File: config.mk
export PLATFORM = sky130hd
export DESIGN_NAME = pc_redirect_ctrl
export DESIGN_NICKNAME = d
export VERILOG_FILES = /design/src/rtl/pc_ctrl_pkg.sv /design/src/rtl/pc_next_sel.sv /design/src/rtl/pc_redirect_ctrl.sv
export SDC_FILE = /design/constraint.sdc
export NUM_CORES = 1
export LEC_CHECK = 0
export BUFFER_PORTS_ARGS = -buffer_cell sky130_fd_sc_hd__buf_2
export CAP_MARGIN = 20
export CORE_ASPECT_RATIO = 1.25
export CORE_MARGIN = 2
export CORE_UTILIZATION = 30
export CTS_BUF_LIST = sky130_fd_sc_hd__clkbuf_8
export CTS_CLUSTER_SIZE = 25
export DETAILED_ROUTE_END_ITERATION = 7
export GPL_ROUTABILITY_DRIVEN = 0
export PLACE_DENSITY_LB_ADDON = 0.05
export SETUP_SLACK_MARGIN = 0.2
export SYNTH_ARGS = -nofsm -noshare
export SYNTH_HDL_FRONTEND = slang
export SYNTH_SLANG_ARGS = --single-unit
File: constraint.sdc
create_clock -name clk -period 5.4 [get_ports clk]
set_clock_uncertainty 0.2 [all_clocks]
set_input_delay 0 -clock clk [delete_from_list [all_inputs] [get_ports clk]]
set_output_delay 0 -clock clk [all_outputs]
set_load 0.05 [all_outputs]
File: src/rtl/pc_ctrl_pkg.sv
// Shared types and constants for the fetch PC redirect controller.
package pc_ctrl_pkg;

    localparam int unsigned PC_W = 32;

    localparam logic [PC_W-1:0] RESET_PC_DEFAULT = 32'hBFC0_0000;

    // StWaitDs: branch target saved, delay slot still to be fetched.
    // StPending: redirect target saved, owed to IF together with a flush.
    typedef enum logic [1:0] {
        StIdle    = 2'd0,
        StWaitDs  = 2'd1,
        StPending = 2'd2
    } pc_state_e;

endpackage

File: src/rtl/pc_next_sel.sv
// Combinational priority selection of the next fetch PC, write strobe, IF flush
// and redirect-controller next state.
module pc_next_sel
    import pc_ctrl_pkg::*;
#(
    parameter int unsigned PC_STEP = 4
) (
    input  logic            rst,
    input  pc_state_e       state,
    input  logic [PC_W-1:0] pc_q,
    input  logic [PC_W-1:0] saved_tgt,
    input  logic            fetch_ready,
    input  logic            stall,
    input  logic            branch_taken,
    input  logic [PC_W-1:0] branch_target,
    input  logic            ds_fetched,
    input  logic            exc_valid,
    input  logic [PC_W-1:0] exc_vector,
    input  logic            eret_valid,
    input  logic [PC_W-1:0] epc,
    output logic [PC_W-1:0] npc,
    output logic            pc_wr,
    output logic            flush_if,
    output pc_state_e       state_next,
    output logic            save_en,
    output logic [PC_W-1:0] save_val
);

    logic            advance;
    logic [PC_W-1:0] seq_pc;
    logic [PC_W-1:0] trap_tgt;

    assign advance  = fetch_ready & ~stall;
    assign seq_pc   = pc_q + PC_W'(PC_STEP);
    assign trap_tgt = exc_valid ? exc_vector : epc;

    // Priority: exception > ERET > held redirect > new branch > sequential.
    always_comb begin
        npc        = seq_pc;
        pc_wr      = 1'b0;
        flush_if   = 1'b0;
        state_next = state;
        save_en    = 1'b0;
        save_val   = '0;

        if (exc_valid || eret_valid) begin
            // Traps ignore stall and overwrite any saved branch target.
            if (fetch_ready) begin
                npc        = trap_tgt;
                pc_wr      = 1'b1;
                flush_if   = 1'b1;
                state_next = StIdle;
            end else begin
                save_en    = 1'b1;
                save_val   = trap_tgt;
                state_next = StPending;
            end
        end else begin
            case (state)
                StIdle: begin
                    if (branch_taken && !ds_fetched) begin
                        // Sequential advance this cycle fetches the delay slot.
                        save_en    = 1'b1;
                        save_val   = branch_target;
                        state_next = StWaitDs;
                        pc_wr      = advance;
                    end else if (branch_taken) begin
                        if (fetch_ready) begin
                            npc      = branch_target;
                            pc_wr    = 1'b1;
                            flush_if = 1'b1;
                        end else begin
                            save_en    = 1'b1;
                            save_val   = branch_target;
                            state_next = StPending;
                        end
                    end else begin
                        pc_wr = advance;
                    end
                end
                StWaitDs: begin
                    // Delay slot is already in flight, so no flush.
                    if (advance) begin
                        npc        = saved_tgt;
                        pc_wr      = 1'b1;
                        state_next = StIdle;
                    end
                end
                StPending: begin
                    if (fetch_ready) begin
                        npc        = saved_tgt;
                        pc_wr      = 1'b1;
                        flush_if   = 1'b1;
                        state_next = StIdle;
                    end
                end
                default: begin
                    state_next = StIdle;
                end
            endcase
        end

        if (rst) begin
            pc_wr    = 1'b0;
            flush_if = 1'b0;
        end
    end

endmodule

File: src/rtl/pc_redirect_ctrl.sv
// Fetch PC sequencer: owns the architectural fetch PC, the redirect state and the
// saved redirect target; next-value selection lives in pc_next_sel.
module pc_redirect_ctrl
    import pc_ctrl_pkg::*;
#(
    parameter logic [PC_W-1:0] RESET_PC = RESET_PC_DEFAULT,
    parameter int unsigned     PC_STEP  = 4
) (
    input  logic            clk,
    input  logic            rst,
    input  logic            fetch_ready,
    input  logic            stall,
    input  logic            branch_taken,
    input  logic [PC_W-1:0] branch_target,
    input  logic            ds_fetched,
    input  logic            exc_valid,
    input  logic [PC_W-1:0] exc_vector,
    input  logic            eret_valid,
    input  logic [PC_W-1:0] epc,
    output logic [PC_W-1:0] pc_q,
    output logic [PC_W-1:0] npc,
    output logic            pc_wr,
    output logic            flush_if
);

    pc_state_e       state_q;
    pc_state_e       state_d;
    logic [PC_W-1:0] saved_q;
    logic            save_en;
    logic [PC_W-1:0] save_val;

    pc_next_sel #(
        .PC_STEP(PC_STEP)
    ) u_sel (
        .rst          (rst),
        .state        (state_q),
        .pc_q         (pc_q),
        .saved_tgt    (saved_q),
        .fetch_ready  (fetch_ready),
        .stall        (stall),
        .branch_taken (branch_taken),
        .branch_target(branch_target),
        .ds_fetched   (ds_fetched),
        .exc_valid    (exc_valid),
        .exc_vector   (exc_vector),
        .eret_valid   (eret_valid),
        .epc          (epc),
        .npc          (npc),
        .pc_wr        (pc_wr),
        .flush_if     (flush_if),
        .state_next   (state_d),
        .save_en      (save_en),
        .save_val     (save_val)
    );

    // PC, redirect state and saved target registers; reset drops any owed redirect.
    always_ff @(posedge clk) begin
        if (rst) begin
            pc_q    <= RESET_PC;
            state_q <= StIdle;
            saved_q <= '0;
        end else begin
            if (pc_wr) begin
                pc_q <= npc;
            end
            state_q <= state_d;
            if (save_en) begin
                saved_q <= save_val;
            end
        end
    end

endmodule
**Word level (Yosys, flattened, before mapping)**

Cells that the tools add are included.

- Output and inout bits: 66
- Bits in registers: 66

- Equal/unequal tests: 6
- Bitwise operators: 2
- Reductions and logical operators: 5
- Add/sub/neg operators: 1
- Multiplexer cells: 40

Operators with widths:

| operator | number |
|---|---|
| 2-to-1 mux 32 bit | 14 |
| case mux 32 bit (3 select lines) | 1 |
| adder 32 x 3 -> 32 bit (second input constant) | 1 |
| 2-to-1 mux 1 bit | 15 |
| 2-to-1 mux 2 bit | 7 |
| != test 4 x 2 -> 1 bit (second input constant) | 2 |
| case mux 2 bit (3 select lines) | 1 |
| AND reduction 4 bit | 1 |
| != test 3 x 1 -> 1 bit (second input constant) | 1 |
| != test 3 x 2 -> 1 bit (second input constant) | 1 |
| case mux 1 bit (3 select lines) | 1 |
| equality test 2 x 1 -> 1 bit (second input constant) | 1 |
| equality test 2 bit (second input constant) | 1 |
| zero test 2 bit | 1 |
| case mux 1 bit (2 select lines) | 1 |
| AND 1 bit | 1 |
| logical AND 1 bit | 1 |
| zero test 1 bit | 1 |
| logical OR 1 bit | 1 |
| inverter 1 bit | 1 |

**Longest topological paths before layout**

- Depth in word-level cells: 7
- Depth in mapped cells: 10

**Hierarchy**

A second synthesis with hierarchy kept.

- Cells, all modules: 675
- Area, all modules: 5313.8 um2

By module, submodules not included:

| module | times used | area each (um2) | cells each |
|---|---|---|---|
| pc_next_sel | 1 | 2946.6 | 464 |
| pc_redirect_ctrl | 1 | 2367.3 | 211 |

**Worst setup path before layout**

OpenSTA, ideal clock, no wires.

- Path type: reg-to-reg
- Start: reg pc_q[2]
- End: reg pc_q[12]
- Path buffers: 0
- Cell stages (with the launch flop): 8
- Arrival time: 3.141 ns
- Path slack: 1.995 ns
- Setup time: 0.064 ns
- Cell sequence: dfxtp_1 > ha_1 > nand4_1 > nor3_1 > xor2_1 > a222oi_1 > o21ai_0 > o21a_1

- Longest elaborated chain between the ends: 6
- Elaborated cells on any way between the ends: 9
- Classes of those cells: add/sub (1); mux (8)

Ends and longest elaborated chain:

| element | RTL line | text |
|---|---|---|
| from (decl) | pc_redirect_ctrl.sv:20 | `output logic [PC_W-1:0] pc_q,` |
| from (signal assigned) | pc_redirect_ctrl.sv:64 | `pc_q <= npc;` |
| adder 32 x 3 -> 32 bit (*) | pc_next_sel.sv:34 | `assign seq_pc = pc_q + PC_W'(PC_STEP);` |
| 2-to-1 mux 32 bit | pc_next_sel.sv:68 | `if (fetch_ready) begin` |
| 2-to-1 mux 32 bit | pc_next_sel.sv:67 | `end else if (branch_taken) begin` |
| 2-to-1 mux 32 bit | pc_next_sel.sv:61 | `if (branch_taken && !ds_fetched) begin` |
| case mux 32 bit (3 select lines) | pc_next_sel.sv:59 | `case (state)` |
| 2-to-1 mux 32 bit (*) | pc_next_sel.sv:46 | `if (exc_valid \|\| eret_valid) begin` |
| named net npc[12] | pc_redirect_ctrl.sv:21 | `output logic [PC_W-1:0] npc,` |

Mark *: on every way through the listed nets, which the timed path passes. The rest lies on a longest branch.
A chain may end at the register's enable or synchronous reset.

**Worst setup path after layout**

- Start: in exc_valid
- End: out npc[31]

- Longest elaborated chain between the ends: 3
- Elaborated cells on any way between the ends: 4
- Classes of those cells: mux (3); reduce/logical (1)

Ends and longest elaborated chain:

| element | RTL line | text |
|---|---|---|
| from (decl) | pc_redirect_ctrl.sv:16 | `input logic exc_valid,` |
| 2-to-1 mux 32 bit | pc_next_sel.sv:35 | `assign trap_tgt = exc_valid ? exc_vector : epc;` |
| 2-to-1 mux 32 bit | pc_next_sel.sv:48 | `if (fetch_ready) begin` |
| 2-to-1 mux 32 bit (*) | pc_next_sel.sv:46 |  |
| to (decl) | pc_redirect_ctrl.sv:21 |  |

Mark *: on every way between the ends. The rest lies on a longest branch, timed or not.

==> results_dict.tcl <==
set metrics [dict create \
    yosys_warnings 0 \
    fillers 1915 \
    relSlewSlack_pct 23.7 \
    r2r-end "saved_q[15]" \
    multi_input_area_um2 3840 \
    yosys.area.top_type_share_pct 24.3 \
    clock-sinks 66 \
    nets 1070 \
    area_growth_pct 35.4 \
    grt_antenna_before_repair 0 \
    async_reset_ff_share_pct 0 \
    worst_ep_required_time_ns 5.20 \
    finalSetupTns_ns 0 \
    firstDrtPassIters 5 \
    drive_above_1_share_pct 22.7 \
    critPathMaxFanout 51 \
    met1_usage_pct 36.5 \
    regArea_um2 1320 \
    synth_top_area_cell "dfxtp_1" \
    final_util_pct 41.1 \
    wl_per_cell_um 21.8 \
    min_from "rst" \
    cts_buffer_depth 2 \
    top_usage_layer "met2" \
    drt_iter0_drc 856 \
    hold_path_class "in -> reg" \
    grt_max_degree 70 \
    crit_type "in -> out" \
    post_drt_via_cell_ratio 5.86 \
    ys_seq_area_share_pct 24.3 \
    synth-edff-count 0 \
    start_kind "input pin" \
    ios 170 \
    synth_area_um2 5450 \
    die_y_um 155 \
    r2r-start "state_q[1]" \
    syn_area_per_cell_um2 7.10 \
    grt_use_met2_pct 40.4 \
    detail-route-antenna-nets 0 \
    fmax_mhz 260 \
    die_w_um 125 \
    vias 7019 \
    clockRootBuffer "clkbuf_8" \
    ys_types 64 \
    grt_use_total_pct 26.3 \
    h-tree-depth 3 \
    diodes 0 \
    start_util_pct 30.3 \
    syn_nets 872 \
    row_count 55 \
    post_cts.repair.setup_buffers 0 \
    p_per_area_nw_per_um2 239 \
    cp-end-kind "output port" \
    synthTopCellsByArea "dfxtp_1, nor2_1, nand2_1" \
    synth-seq-cells 66 \
    hold_viol_final 0 \
    clkSlewWorstSetupHoldPaths_ns 0.08 \
    power_leakage_nw 3.02 \
    worst_skew_pair.late_latency_ns 0.38 \
    drcViolationCount 0 \
    portBuffers 169 \
    cap_violations 0 \
    core_area_um2 18000 \
    holdPathStages 3 \
    synth_cells 767 \
    hold_end "pc_q[14]" \
    cts_tree "built" \
    critPathArrivalTime_ns 3.65 \
    max-vdd-ir-drop_mv 0.0909 \
    finalCritPeriodShare_pct 71.3 \
    dp_hpwl_um 18600 \
    reg2reg_depth 7 \
    r2r_slack_ns 1.94 \
    cts_made_buffers 9 \
    finalMaxSlewViolations 0 \
    status "finished clean" \
    die_area_um2 19300 \
    grt_pass1_vias 6566 \
    synth_ff_type "dfxtp_1" \
    gr-usage-met3_pct 5.19 \
    drt_wl_total_um 26100 \
    grt-ovfl-total 0 \
    min_period_ns 3.85 \
    grt_pass1_wl_um 39400 \
    rsz0062_at_grt "no" \
    setup_viol 0 \
    tightest_slew_ns 1.14 \
]
-- flip-flops by register name (all words and copies together), names as in the netlist --
name	count
pc_q	32
saved_q	32
state_q	2
-- cell type report --
class                   instances  share of cell area (%)
multi-input cells             624                    52.0
repair buffers                256                    22.8
flip-flops and latches         66                    17.9
well taps                     228                    3.87
clock buffers                  10                    1.87
clock inverters                 6                    1.10
inverters                       8                   0.407
-- worst max-delay path, stage by stage --
cell	delay, ns
dlygate4sd3_1	0.52
buf_2	0.11
buf_4	0.57
or2_2	0.74
nand2_1	0.50
nor2_1	0.38
a21oi_1	0.14
o21ai_0	0.27
buf_2	0.37
-- cells by family (layout without fill, tap and decap cells) --
logic type | count (synthesis) | after routing | synth area share [%]
AOI/OAI and AO/OA | 253 | 253 | 32.6
xor gates and xnor gates | 26 | 26 | 4.18
adders and majority gates | 1 | 1 | 0.230
buffers and inverters | 77 | 280 | 5.58
DFF | 66 | 66 | 24.3
muxes | 31 | 31 | 5.83
and+or+nand+nor | 313 | 313 | 27.3
-- power by group --
group          internal, mW  leakage, nW  total [mW]  switching (mW)
clock network         0.270        0.113       0.506           0.236
logic                 0.234         2.37       0.682           0.449
registers             0.523        0.544       0.578          0.0545
-- per-stage QoR --
step | total power, mW | instances | cell area [um2] | hold WS (ns) | setup WS, ns
5_1_grt | 1.84 | 1198 | 7380 | 0.0378 | 1.44
2_1_floorplan | 1.00 | 767 | 5450 | -0.0593 | 2.00
3_3_place_gp | 1.20 | 1108 | 6420 | 0.0700 | 2.11
6_report | 1.77 | 1198 | 7380 | 0.00736 | 1.55
3_5_place_dp | 1.20 | 1108 | 6420 | 0.0698 | 2.13
4_1_cts | 1.76 | 1198 | 7380 | 0.00703 | 1.59
-- layout by cell type (no fill, tap or decap), types with 13 or more instances in the layout --
cell / count
nand3_1: 20
nor2_1: 110
xnor2_1: 20
dfxtp_1: 66
mux2i_1: 25
buf_2: 169
buf_4: 13
a22oi_1: 23
a221oi_1: 29
nand2_1: 78
nor3_1: 20
dlygate4sd3_1: 74
a21oi_1: 45
o21ai_0: 46
-- per-layer routing --
layer | vias to the layer above | routed length, um
li1 | 3255 | -
met1 | 3334 | 11700
met2 | 389 | 11600
met3 | 41 | 2120
met4 | 0 | 726
met5 | - | 0
-- synthesized netlist by cell type (7+ instances only) --
cell      count
nand2_1      78
a22oi_1      23
a31oi_1      11
and3_1        9
a221oi_1     29
a21o_1        9
nand4_1      10
a22o_1        8
and4_1        7
nand2b_1      8
inv_1         7
o31ai_1      10
nor2b_1      10
nand3_1      20
nor2_1      112
nor3_1       21
o22ai_1       8
o21ai_0      46
dfxtp_1      66
nor4_1       11
a21oi_1      45
xnor2_1      20
buf_2        12
mux2i_1      25
clkbuf_1     53
-- what timing repair did --
action | in CTS | in global routing
hold buffers | 74 | 0
hold endpoints to repair | 46 | 0
resized for setup | 0 | 0
-- worst max path at each step --
stage / startpoint / to / depth (start not counted) / slack, ns
3_3_place_gp: exc_valid / npc[31] / 8 / 2.11
5_1_grt: exc_valid / npc[31] / 9 / 1.44
2_1_floorplan: pc_q[2] / pc_q[12] / 7 / 2.00
3_5_place_dp: exc_valid / npc[31] / 8 / 2.13
6_report: exc_valid / npc[31] / 9 / 1.55
4_1_cts: exc_valid / npc[31] / 9 / 1.59
(Power assumes the default switching activity.)
